$ cat src/rtl/v2x_hsm_spi_slave_if.sv
// rtl/v2x_hsm_spi_slave_if.sv - SPI mode-0 responder for the V2X HSM host command link
// Oversamples SCLK/CS/MOSI on the system clock; decodes hash-request and result-read frames.
module v2x_hsm_spi_slave_if #(
  parameter int SYNC_STAGES  = 2,
  parameter int MAX_LEN      = 64,
  parameter int RESULT_BYTES = 32,
  localparam int AW          = $clog2(RESULT_BYTES)
) (
  input  logic          i_sys_clk,
  input  logic          i_sys_rst,
  input  logic          i_spi_sclk,
  input  logic          i_spi_cs_n,
  input  logic          i_spi_mosi,
  output logic          o_spi_miso,
  output logic          o_cmd_start,
  output logic [7:0]    o_cmd_len,
  output logic [7:0]    o_rx_data,
  output logic          o_rx_valid,
  output logic          o_cmd_done,
  output logic [AW-1:0] o_rd_addr,
  input  logic [7:0]    i_rd_data,
  input  logic          i_result_valid,
  output logic          o_frame_err,
  output logic          o_busy
);

  typedef enum logic [2:0] {S_IDLE, S_CMD, S_LEN, S_PAYLOAD, S_READ, S_DRAIN} state_t;

  // CS synchronizer resets to "asserted" so a CS held low through reset never looks like a fall.
  logic [SYNC_STAGES-1:0] sclk_sync_q, cs_sync_q, mosi_sync_q;
  logic                   sclk_prev_q, cs_prev_q;
  logic                   sclk_s, cs_s, mosi_s;
  logic                   sclk_rise, sclk_fall, cs_rise, cs_fall;

  state_t        state_q, state_d;
  logic [2:0]    bit_cnt_q, bit_cnt_d;
  logic [7:0]    rx_shift_q, rx_shift_d;
  logic [7:0]    tx_shift_q, tx_shift_d;
  logic [7:0]    pay_cnt_q, pay_cnt_d;
  logic [7:0]    cmd_len_q, cmd_len_d;
  logic [7:0]    rx_data_q, rx_data_d;
  logic [AW-1:0] rd_addr_q, rd_addr_d;
  logic          load_pend_q, load_pend_d;
  logic          miso_q, miso_d;
  logic          cmd_start_q, cmd_start_d;
  logic          rx_valid_q, rx_valid_d;
  logic          cmd_done_q, cmd_done_d;
  logic          frame_err_q, frame_err_d;

  logic          counting, byte_done;
  logic [7:0]    new_byte;

  assign sclk_s    = sclk_sync_q[SYNC_STAGES-1];
  assign cs_s      = cs_sync_q[SYNC_STAGES-1];
  assign mosi_s    = mosi_sync_q[SYNC_STAGES-1];
  assign sclk_rise = sclk_s & ~sclk_prev_q;
  assign sclk_fall = ~sclk_s & sclk_prev_q;
  assign cs_rise   = cs_s & ~cs_prev_q;
  assign cs_fall   = ~cs_s & cs_prev_q;

  assign counting  = (state_q == S_CMD) || (state_q == S_LEN) ||
                     (state_q == S_PAYLOAD) || (state_q == S_READ);
  assign new_byte  = {rx_shift_q[6:0], mosi_s};
  assign byte_done = sclk_rise && counting && (bit_cnt_q == 3'd7);

  always_ff @(posedge i_sys_clk) begin
    if (i_sys_rst) begin
      sclk_sync_q <= '0;
      cs_sync_q   <= '0;
      mosi_sync_q <= '0;
      sclk_prev_q <= 1'b0;
      cs_prev_q   <= 1'b0;
    end else begin
      sclk_sync_q <= {sclk_sync_q[SYNC_STAGES-2:0], i_spi_sclk};
      cs_sync_q   <= {cs_sync_q[SYNC_STAGES-2:0], i_spi_cs_n};
      mosi_sync_q <= {mosi_sync_q[SYNC_STAGES-2:0], i_spi_mosi};
      sclk_prev_q <= sclk_s;
      cs_prev_q   <= cs_s;
    end
  end

  always_comb begin
    state_d     = state_q;
    bit_cnt_d   = bit_cnt_q;
    rx_shift_d  = rx_shift_q;
    tx_shift_d  = tx_shift_q;
    pay_cnt_d   = pay_cnt_q;
    cmd_len_d   = cmd_len_q;
    rx_data_d   = rx_data_q;
    rd_addr_d   = rd_addr_q;
    load_pend_d = load_pend_q;
    miso_d      = (state_q == S_READ) ? miso_q : 1'b0;
    cmd_start_d = 1'b0;
    rx_valid_d  = 1'b0;
    cmd_done_d  = 1'b0;
    frame_err_d = 1'b0;

    if (cs_rise) begin
      state_d     = S_IDLE;
      bit_cnt_d   = 3'd0;
      miso_d      = 1'b0;
      load_pend_d = 1'b0;
      frame_err_d = (bit_cnt_q != 3'd0) || (state_q == S_LEN) || (state_q == S_PAYLOAD);
    end else if (cs_fall && (state_q == S_IDLE)) begin
      state_d    = S_CMD;
      bit_cnt_d  = 3'd0;
      rx_shift_d = 8'h00;
    end else begin
      if (sclk_rise && counting) begin
        rx_shift_d = new_byte;
        bit_cnt_d  = bit_cnt_q + 3'd1;
      end
      if (byte_done) begin
        case (state_q)
          S_CMD: begin
            if (new_byte == 8'h01) begin
              state_d = S_LEN;
            end else if (new_byte == 8'h02) begin
              state_d     = S_READ;
              rd_addr_d   = '0;
              load_pend_d = 1'b1;
            end else begin
              state_d     = S_DRAIN;
              frame_err_d = 1'b1;
            end
          end
          S_LEN: begin
            if ((new_byte != 8'h00) && (32'(new_byte) <= 32'(MAX_LEN))) begin
              cmd_len_d   = new_byte;
              cmd_start_d = 1'b1;
              pay_cnt_d   = 8'h00;
              state_d     = S_PAYLOAD;
            end else begin
              state_d     = S_DRAIN;
              frame_err_d = 1'b1;
            end
          end
          S_PAYLOAD: begin
            rx_data_d  = new_byte;
            rx_valid_d = 1'b1;
            pay_cnt_d  = pay_cnt_q + 8'd1;
            if ((pay_cnt_q + 8'd1) == cmd_len_q) begin
              cmd_done_d = 1'b1;
              state_d    = S_DRAIN;
            end
          end
          S_READ:  load_pend_d = 1'b1;
          default: ;
        endcase
      end
      // First fall after a byte boundary loads the prefetched byte; later falls shift it out.
      if (sclk_fall && (state_q == S_READ)) begin
        if (load_pend_q) begin
          tx_shift_d  = i_result_valid ? i_rd_data : 8'h00;
          miso_d      = tx_shift_d[7];
          rd_addr_d   = rd_addr_q + AW'(1);
          load_pend_d = 1'b0;
        end else begin
          tx_shift_d = {tx_shift_q[6:0], 1'b0};
          miso_d     = tx_shift_q[6];
        end
      end
    end
  end

  always_ff @(posedge i_sys_clk) begin
    if (i_sys_rst) begin
      state_q     <= S_IDLE;
      bit_cnt_q   <= 3'd0;
      rx_shift_q  <= 8'h00;
      tx_shift_q  <= 8'h00;
      pay_cnt_q   <= 8'h00;
      cmd_len_q   <= 8'h00;
      rx_data_q   <= 8'h00;
      rd_addr_q   <= '0;
      load_pend_q <= 1'b0;
      miso_q      <= 1'b0;
      cmd_start_q <= 1'b0;
      rx_valid_q  <= 1'b0;
      cmd_done_q  <= 1'b0;
      frame_err_q <= 1'b0;
    end else begin
      state_q     <= state_d;
      bit_cnt_q   <= bit_cnt_d;
      rx_shift_q  <= rx_shift_d;
      tx_shift_q  <= tx_shift_d;
      pay_cnt_q   <= pay_cnt_d;
      cmd_len_q   <= cmd_len_d;
      rx_data_q   <= rx_data_d;
      rd_addr_q   <= rd_addr_d;
      load_pend_q <= load_pend_d;
      miso_q      <= miso_d;
      cmd_start_q <= cmd_start_d;
      rx_valid_q  <= rx_valid_d;
      cmd_done_q  <= cmd_done_d;
      frame_err_q <= frame_err_d;
    end
  end

  assign o_spi_miso  = miso_q;
  assign o_cmd_start = cmd_start_q;
  assign o_cmd_len   = cmd_len_q;
  assign o_rx_data   = rx_data_q;
  assign o_rx_valid  = rx_valid_q;
  assign o_cmd_done  = cmd_done_q;
  assign o_rd_addr   = rd_addr_q;
  assign o_frame_err = frame_err_q;
  assign o_busy      = (state_q != S_IDLE);

endmodule

$ cat config.mk
export PLATFORM = sky130hd
export DESIGN_NAME = v2x_hsm_spi_slave_if
export DESIGN_NICKNAME = d
export VERILOG_FILES = /design/src/rtl/v2x_hsm_spi_slave_if.sv
export SDC_FILE = /design/constraint.sdc
export NUM_CORES = 1
export LEC_CHECK = 0
export CAP_MARGIN = 20
export CORE_ASPECT_RATIO = 1.2
export CORE_MARGIN = 8
export CORE_UTILIZATION = 50
export CTS_CLUSTER_SIZE = 40
export DETAILED_ROUTE_END_ITERATION = 6
export HOLD_SLACK_MARGIN = 0.12
export PLACE_DENSITY = 0.74
export SLEW_MARGIN = 10
export SYNTH_ARGS = -nofsm -noshare
export SYNTH_HDL_FRONTEND = slang
export SYNTH_SLANG_ARGS = --single-unit
$ cat constraint.sdc
create_clock -name i_sys_clk -period 2.6 [get_ports i_sys_clk]
set_input_delay 0.52 -clock i_sys_clk [delete_from_list [all_inputs] [get_ports i_sys_clk]]
set_output_delay 0.52 -clock i_sys_clk [all_outputs]
set_load 0.05 [all_outputs]
==> results.md, run 1 <==
- The utilization after layout is 63.0%.
- The critical path data arrival time is 2.54 ns.
- The post-synthesis net count is 337.
- Routability-driven placement finished with a final weighted congestion of 0.872.
- The portion of the clock cycle consumed by the worst path in the final layout is 88.9%.
- The Yosys step of the flow raised 0 warnings.
- The synthesized netlist devotes 13.0% of its cell area to compound gates.
- Summed over its instances, the top area cell type makes up 43.8% of the synthesized netlist area.
- The worst register-to-register path has a setup slack of 0.29 ns.
- The initialized floorplan defines 30 standard-cell rows.
- The clock sink count is 63.
- The slowest cell on the critical path is dfxtp_1.
- After synthesis, the cell types taking the most area are dfxtp_1 44%, mux2i_1 8.7%, nor2_1 6.6%.
- For this configuration, the core starts out at a cell density of 51.5%.
- The clock tree from TritonCTS is built.
- After synthesis, the mean cell area works out to 9.05 sq um.
- The number of standard cells after synthesis is 318.
- For this run, the detailed router's first-pass iteration total came to 4.
- The y dimension of the die is 99.1 um.
- The type of the worst min-delay path is flip-flop to flip-flop.
- The synthesized netlist contains 51 unique library cells.
- The number of setup violations in the final report is 0.
- The adder-cell share of the synthesized area is 2.17%.
- After detailed routing, the number of vias per cell comes to 5.70.
- The number of antenna violations at the first check in global routing is 0.
- The number of filler instances in the final layout is 473.
- Clock tree synthesis selected as its root buffer the cell clkbuf_8.
- The clock input transition at the sequential cells of the worst setup and hold paths is 0.06 ns.
- Sequential cells were found to cover 43.8% of the synthesized design area.
- The clock passes through at most 2 buffers.
- The highest clock frequency the design can meet is 433 MHz.
- The multi-input combinational cells in the finished layout cover a total of 0.00152 sq mm.
- The total routing resource utilization after global routing is 15.8%.
- The die is 85.3 um wide.
- The design draws 1.92 mW.
- The slew at the pin with the worst max-slew slack is 0.515 ns.
- The power density normalized to cell area is 545 mW/mm^2.
- Measured against its own limit, the worst slew margin works out to 65.6%.
- The run finished with clean final reports.
- The number of nets in the layout is 378.
- The placeable core region is 0.00559 sq mm.
- The area growth from synthesis to layout is 22.3%.
- The pin count of the biggest net entering global routing is 43.
- Summed over all instances, the cell type with the most area after synthesis is dfxtp_1.
- The total wire length is 6330 um.
- The number of levels in the clock H-tree is 3.
- The number of cells on the worst reg-to-reg path is 7.
- Clock skew on the completed layout was measured at 0.00819 ns.
- The worst hold path startpoint is sclk_sync_q[0]$_SDFF_PP0_.
- 41 I/O pins were placed.
- The commonest register cell after synthesis is dfxtp_1.
- The setup TNS is 0 ns.
- The time the worst path needs with I/O delays and setup is 2.31 ns.
- Buffers added to address setup during post-CTS repair amount to 0.
- The final antenna diode count is 0.
- By area, the combinational part of the netlist is dominated by simple AND/OR/NAND/NOR gates.
- Multiplexer cells account for 8.69% of the synthesized area.
- The netlist area before placement is 0.00288 sq mm.
- Registers take 0.00126 sq mm.
- The category of the most critical setup path is flip-flop to flip-flop.
- The first global-routing pass estimated 10900 um of wire.
- The number of global-route vias before repair is 2400.
- The end of the worst register-to-register path is state_q[1]$_SDFFE_PP0P_.
- Synthesis inferred 63 register bits.
- The count of antenna-violating nets left after detailed routing is 0.
- Summing the areas of all and, or, nand and nor instances in the mapped netlist gives 26.2% of the synthesized area.
- TritonCTS created 9 clock buffers.
- Across all hold checks on the routed design, the worst slack comes to 0.439 ns.
- The static leakage is 1.29 nW.
- The first-iteration detailed-routing DRC count is 140.
- The worst-case IR drop observed on VDD is 0.000364 V.
- The largest single stage delay on the critical path is 0.44 ns.
- The die area is 0.00845 sq mm.
- The worst setup path is captured at a flip-flop.
- In this run the critical register-to-register path is launched from pay_cnt_q[0]$_SDFFE_PP0P_.
- The detailed-route DRC error count is 0.
- In this run, post-CTS repair resized a total of 0 instances.
- After Yosys synthesis, XOR and XNOR cells account for 2.74% of the synthesized area.
- The count of pins over their slew limit is 0.
- The total vias in the final route is 2439.
- Setup repair after global routing left no endpoint under its margin.
- Traced cell by cell, the critical path runs through ha_1, and3_1, nand3_1, xnor2_1, a2111oi_0, o211ai_1, o31a_1.
- The worst hold path terminates at sclk_sync_q[1]$_SDFF_PP0_.
- The estimated wirelength of the detail-placed design is 4520 um.
- The post-cts hold buffer count is 0.
- After synthesis, the share of flip-flops with an asynchronous set or reset is 0%.
- The final hold violation count was 0.
- The required time at the worst-slack endpoint is 2.83 ns.
- Clock latency on the worst-skew pair, taken at its later pin, is 0.34 ns.
- The kind of launch point of the worst setup path is a flip-flop.
- The number of enable flip-flop cells after synthesis is 0.
- The number of maximum-capacitance constraint violations is 0.
- After detailed routing, the average wire length per cell comes to 14.8 um.
- Counting instances, the worst hold path has a depth of 1.
- The share of cells above drive strength 1 is 7.69%.
- The worst-path maximum fanout is 6.
- Input and output buffers added on the ports amount to 40.
- The total global routing overflow is 0.
layout by cell type, fill, tap and decap left out, types with 7 or more instances in the layout:
master / Yosys / layout
nor2_1: 51 / 51
clkdlybuf4s50_1: 0 / 39
nor2b_1: 18 / 18
a21oi_1: 16 / 16
dfxtp_1: 63 / 63
o21ai_1: 8 / 8
nand3_1: 7 / 7
nand2_1: 14 / 14
mux2i_1: 25 / 25
clkbuf_8: 0 / 12
a211oi_1: 7 / 7
worst max-delay path: cells and delay by family (launching register included):
kind	cells	cell delay, ns
compound gates	3	0.93
flops	1	0.44
simple gates	2	0.41
fa+ha+maj	1	0.27
xor+xnor	1	0.17
report_power, final:
part | switching (mW) | total (mW) | internal (mW)
Sequential | 0.00445 | 0.975 | 0.971
Combinational | 0.0354 | 0.0652 | 0.0298
Clock | 0.360 | 0.879 | 0.518
Total | 0.400 | 1.92 | 1.52
final cells by class:
type,instances,area share [%]
sequential,63,35.8
clock inverter,3,1.14
tap,64,2.27
multi-input combinational,235,43.2
clock buffer,13,4.80
timing repair buffer,44,12.2
inverter,6,0.640
cells in the mapped netlist (3+ instances only):
master and number:
nand2b_1 6, nand4_1 3, inv_1 6, or3_1 3
nor3_1 6, o21ai_0 6, nor4_1 4, mux2i_1 25
buf_2 3, o21ai_1 8, and3_1 3, a211oi_1 7
nand2_1 14, nor3b_1 5, a2111oi_0 3, xnor2_1 6
and2_1 5, ha_1 5, nand3_1 7, dfxtp_1 63
a21oi_1 16, clkbuf_1 8, nor2b_1 18, xor2_1 3
nor2_1 51, a31oi_1 3
state kept, by name, indices dropped and copies added (netlist names), 3 cells and up:
register    flops
o_rd_addr       5
rx_shift_q      7
bit_cnt_q       3
o_cmd_len       8
o_rx_data       8
state_q         3
tx_shift_q      7
pay_cnt_q       8
kinds of logic (layout without fill, tap and decap cells):
family | after synthesis | after routing
buffers and inverters | 20 | 66
adder cells (fa/ha/maj) | 5 | 5
AO/OA/AOI/OAI | 58 | 58
flip-flops | 63 | 63
multiplexers | 25 | 25
XOR/XNOR | 9 | 9
AND/OR/NAND/NOR | 138 | 138
stage by stage:
stage / setup slack, ns / instances / instance area (sq um)
5_1_grt: 0.149 / 428 / 3520
6_report: 0.289 / 428 / 3520
4_1_cts: 0.284 / 428 / 3520
3_5_place_dp: 0.358 / 412 / 3310
3_3_place_gp: 0.470 / 412 / 3310
2_1_floorplan: 0.591 / 318 / 2880
layer usage:
metal / part of all wire (%) / vias up / global-route usage (%)
li1: - / 1215 / -
met1: 43 / 1148 / 17.8
met2: 50 / 58 / 26.6
met3: 4.2 / 18 / 3.55
met4: 2.8 / 0 / 9.86
met5: 0 / - / 0
worst max path at each step:
stage | from | endpoint | slack (ns) | cells after the start
finish | pay_cnt_q[0]$_SDFFE_PP0P_ | state_q[1]$_SDFFE_PP0P_ | 0.29 | 7
global placement | pay_cnt_q[0]$_SDFFE_PP0P_ | state_q[1]$_SDFFE_PP0P_ | 0.47 | 7
detailed placement | pay_cnt_q[0]$_SDFFE_PP0P_ | state_q[1]$_SDFFE_PP0P_ | 0.36 | 7
global route | pay_cnt_q[0]$_SDFFE_PP0P_ | state_q[1]$_SDFFE_PP0P_ | 0.15 | 7
floorplan | pay_cnt_q[0]$_SDFFE_PP0P_ | state_q[1]$_SDFFE_PP0P_ | 0.59 | 7
CTS | pay_cnt_q[0]$_SDFFE_PP0P_ | state_q[1]$_SDFFE_PP0P_ | 0.28 | 7
Note: power is estimated with default switching activity, not from simulation.
==> run 2, diff against run 1 <==
CELL_PAD_IN_SITES_DETAIL_PLACEMENT = 0   (was default)
CELL_PAD_IN_SITES_GLOBAL_PLACEMENT = 1   (was default)
CORE_UTILIZATION = 41   (was 50)
PLACE_DENSITY = default   (was 0.74)
PLACE_DENSITY_LB_ADDON = 0.1   (was default)
SETUP_SLACK_MARGIN = 0.02   (was default)
clock period = 2.3 ns   (was 2.6 ns; I/O delays follow)
==> results.md, run 2 (same netlist as run 1, synthesis figures left out) <==
- The kind of launch point of the worst setup path is a flip-flop.
- The minimum setup slack in the final design was 0.200 ns (-0.0897 ns).
- The number of levels in the clock H-tree is 3 (unchanged).
- The overall power is 2.34 mW (+22%).
- The static leakage is 1.32 nW (+2.0%).
- The number of top-level pins is 41 (unchanged).
- The number of global-route vias before repair came to 2333 (-2.8%).
- The number of vias per cell is 5.19 (-8.9%).
- The number of setup violations in the final report came to 0 (unchanged).
- The final hold violation count came to 0 (unchanged).
- The count of antenna-violating nets left after detailed routing is 0 (unchanged).
- The clock latency of the later-clocked register in the worst-skew pair came to 0.34 ns (about the same).
- The clock input transition at the sequential cells of the worst setup and hold paths is 0.07 ns (about the same).
- The detailed-route DRC error count came to 0 (unchanged).
- Counting I/O delays and the setup requirement, the final critical path takes 2.10 ns.
- The final antenna diode count is 0 (unchanged).
- The minimum setup slack after placement came to -0.00857 ns (-0.366 ns).
- The count of pins over their slew limit came to 0 (unchanged).
- The first-iteration detailed-routing DRC count is 106 (-24%).
- The share of cells above drive strength 1 is 9.02% (+1.3 points).
- The sequential share of power came to 47.2% (-3.6 points).
- The slew at the pin with the worst max-slew slack was 0.747 ns (+0.232 ns).
- The switching portion of total power is 20.7% (-0.18 points).
- The number of rows created at floorplan is 33 (+10%).
- The worst setup path is captured at an output pin.
- The portion of the clock cycle consumed by the worst path in the final layout is 91.3%.
- The total global routing overflow is 0 (unchanged).
- The number of filler instances in the final layout is 676 (+43%).
- The placeable core region is 0.00681 sq mm (+22%).
- The gate family responsible for the most delay along the worst path is buffers and inverters.
- The power density normalized to cell area is 644 mW/mm^2 (+18%).
- The number of maximum-capacitance constraint violations is 0 (unchanged).
- The biggest cell delay along the critical path is 0.85 ns (+0.41 ns).
- The number of search-and-repair iterations in the first detailed-routing pass is 4 (unchanged).
- The clock skew is 0.00552 ns (-0.00267 ns).
- The flow ran to the end, and the final reports show no timing, DRC or antenna violations.
- The clock tree from TritonCTS is built.
- The standard cell area after detailed placement is 0.00338 sq mm (+2.1%).
- The total vias in the final route is 2352 (-3.6%).
- The slowest cell on the critical path is clkdlybuf4s50_1.
- The initial core utilization was 42.3% (-9.2 points).
- Setup repair after global routing left no endpoint under its margin.
- The clock root buffer is clkbuf_8.
- In the layout the commonest cells are 62 x dfxtp_1, 51 x nor2_1, 39 x clkdlybuf4s50_1.
- The post-CTS setup repair buffer count is 0 (unchanged).
- The number of buffers added by the clock tree synthesis step is 9 (unchanged).
- The wire length of the first global-routing pass is 11300 um (+3.5%).
- The headroom to the max-slew limit is 50.0% (-16 points).
- The number of antenna violations at the first check in global routing is 0 (unchanged).
- The smallest hold slack is 0.437 ns (-0.00206 ns).
- The die area is 0.00997 sq mm (+18%).
- The x dimension of the die came to 92.5 um (+8.5%).
- The number of nets in the layout is 380 (+0.53%).
- The worst-path maximum fanout is 4 (-2).
- The worst hold path belongs to the class flip-flop to flip-flop.
- The combinational cell fraction of total power was 3.4% (about the same).
- The clock group share of total power is 49.4% (+3.6 points).
- The estimated wirelength of the detail-placed design is 4820 um (+6.6%).
- The worst IR drop on VDD is 0.000374 V (+2.9%).
- The category of the most critical setup path is flip-flop to output pin.
- The net switching component of the power was 0.483 mW (+21%).
- The multi-input combinational cell area is 0.00153 sq mm (+0.58%).
- The area used by sequential logic in the layout is 0.00126 sq mm (about the same).
- The final design area excluding fillers was 0.00363 sq mm (+3.0%).
- Relative to the synthesized area, the layout overhead comes to 26.0%.
- The critical path data arrival time is 1.64 ns (-0.90 ns).
- The post-cts hold buffer count is 0 (unchanged).
- The internal power of the cells is 1.85 mW (+22%).
- The total wire length was 6790 um (+7.1%).
- The total routing resource utilization after global routing came to 14.1% (-1.7 points).
- The utilization after layout is 53.2% (-9.7 points).
- The highest clock frequency the design can meet is 476 MHz.
- The pin count of the biggest net entering global routing is 43 (unchanged).
- The combined buffer and inverter count along the critical path is 1 (+1).
- The weighted congestion at the end of routability-driven global placement is 0.797 (-8.6%).
- The number of buffers on the longest clock path is 2 (unchanged).
- The most common cell after layout, fill and taps aside is dfxtp_1.
- The y dimension of the die came to 108 um (+8.7%).
- The required time at the worst-slack endpoint is 1.84 ns (-0.99 ns).
- The clock sink count is 63 (unchanged).
- The critical path goes through clkdlybuf4s50_1.
- The average wire per standard cell is 15.0 um (+1.2%).
- The quantity of I/O buffers inserted on ports is 40 (unchanged).
-- run 2: cell type report --
cell class / instances / area share [%]
timing repair buffer: 46 / 12.9
clock inverter: 6 / 3.00
inverter: 6 / 0.621
tap: 87 / 3.00
multi-input combinational: 235 / 42.2
sequential: 63 / 34.8
clock buffer: 10 / 3.52
-- run 2: metal layers --
layer,global-route usage [%],routed length (um),vias to the layer above
met1,16.2,3090,1092
met5,0,0,-
met2,23.9,3280,38
met3,4.19,325,9
met4,5.77,93,0
li1,-,-,1213
-- run 2: repair_timing --
item | CTS | global route
endpoints found under the setup margin | 1 | 3
pin swaps | 0 | 1
gates resized for setup | 1 | 3
-- run 2: path summary, 6_finish.rpt --
kind	from	endpoint	slack (ns)	depth (start not counted)
setup / recovery	o_cmd_len[2]$_SDFFE_PP0P_	o_cmd_len[2]	0.20	1
hold / removal	sclk_sync_q[0]$_SDFF_PP0_	sclk_sync_q[1]$_SDFF_PP0_	0.44	1
setup reg to reg	state_q[2]$_SDFFE_PP0P_	pay_cnt_q[6]$_SDFFE_PP0P_	0.21	8
hold reg to reg	sclk_sync_q[0]$_SDFF_PP0_	sclk_sync_q[1]$_SDFF_PP0_	0.44	1
-- run 2: through the flow --
step / instances / TNS (ns)
after floorplan: 318 / 0
after global placement: 437 / 0
after detailed placement: 437 / -0.00857
after CTS: 453 / 0
after global routing: 453 / 0
final: 453 / 0
-- run 2: power by group through the flow --
stage / registers, mW / clock network, mW / logic [mW]
after floorplan: 1.13 / 0 / 0.0391
after global placement: 1.13 / 0 / 0.0808
after detailed placement: 1.13 / 0 / 0.0810
after CTS: 1.10 / 1.18 / 0.0810
after global routing: 1.10 / 1.24 / 0.0873
final: 1.10 / 1.15 / 0.0796
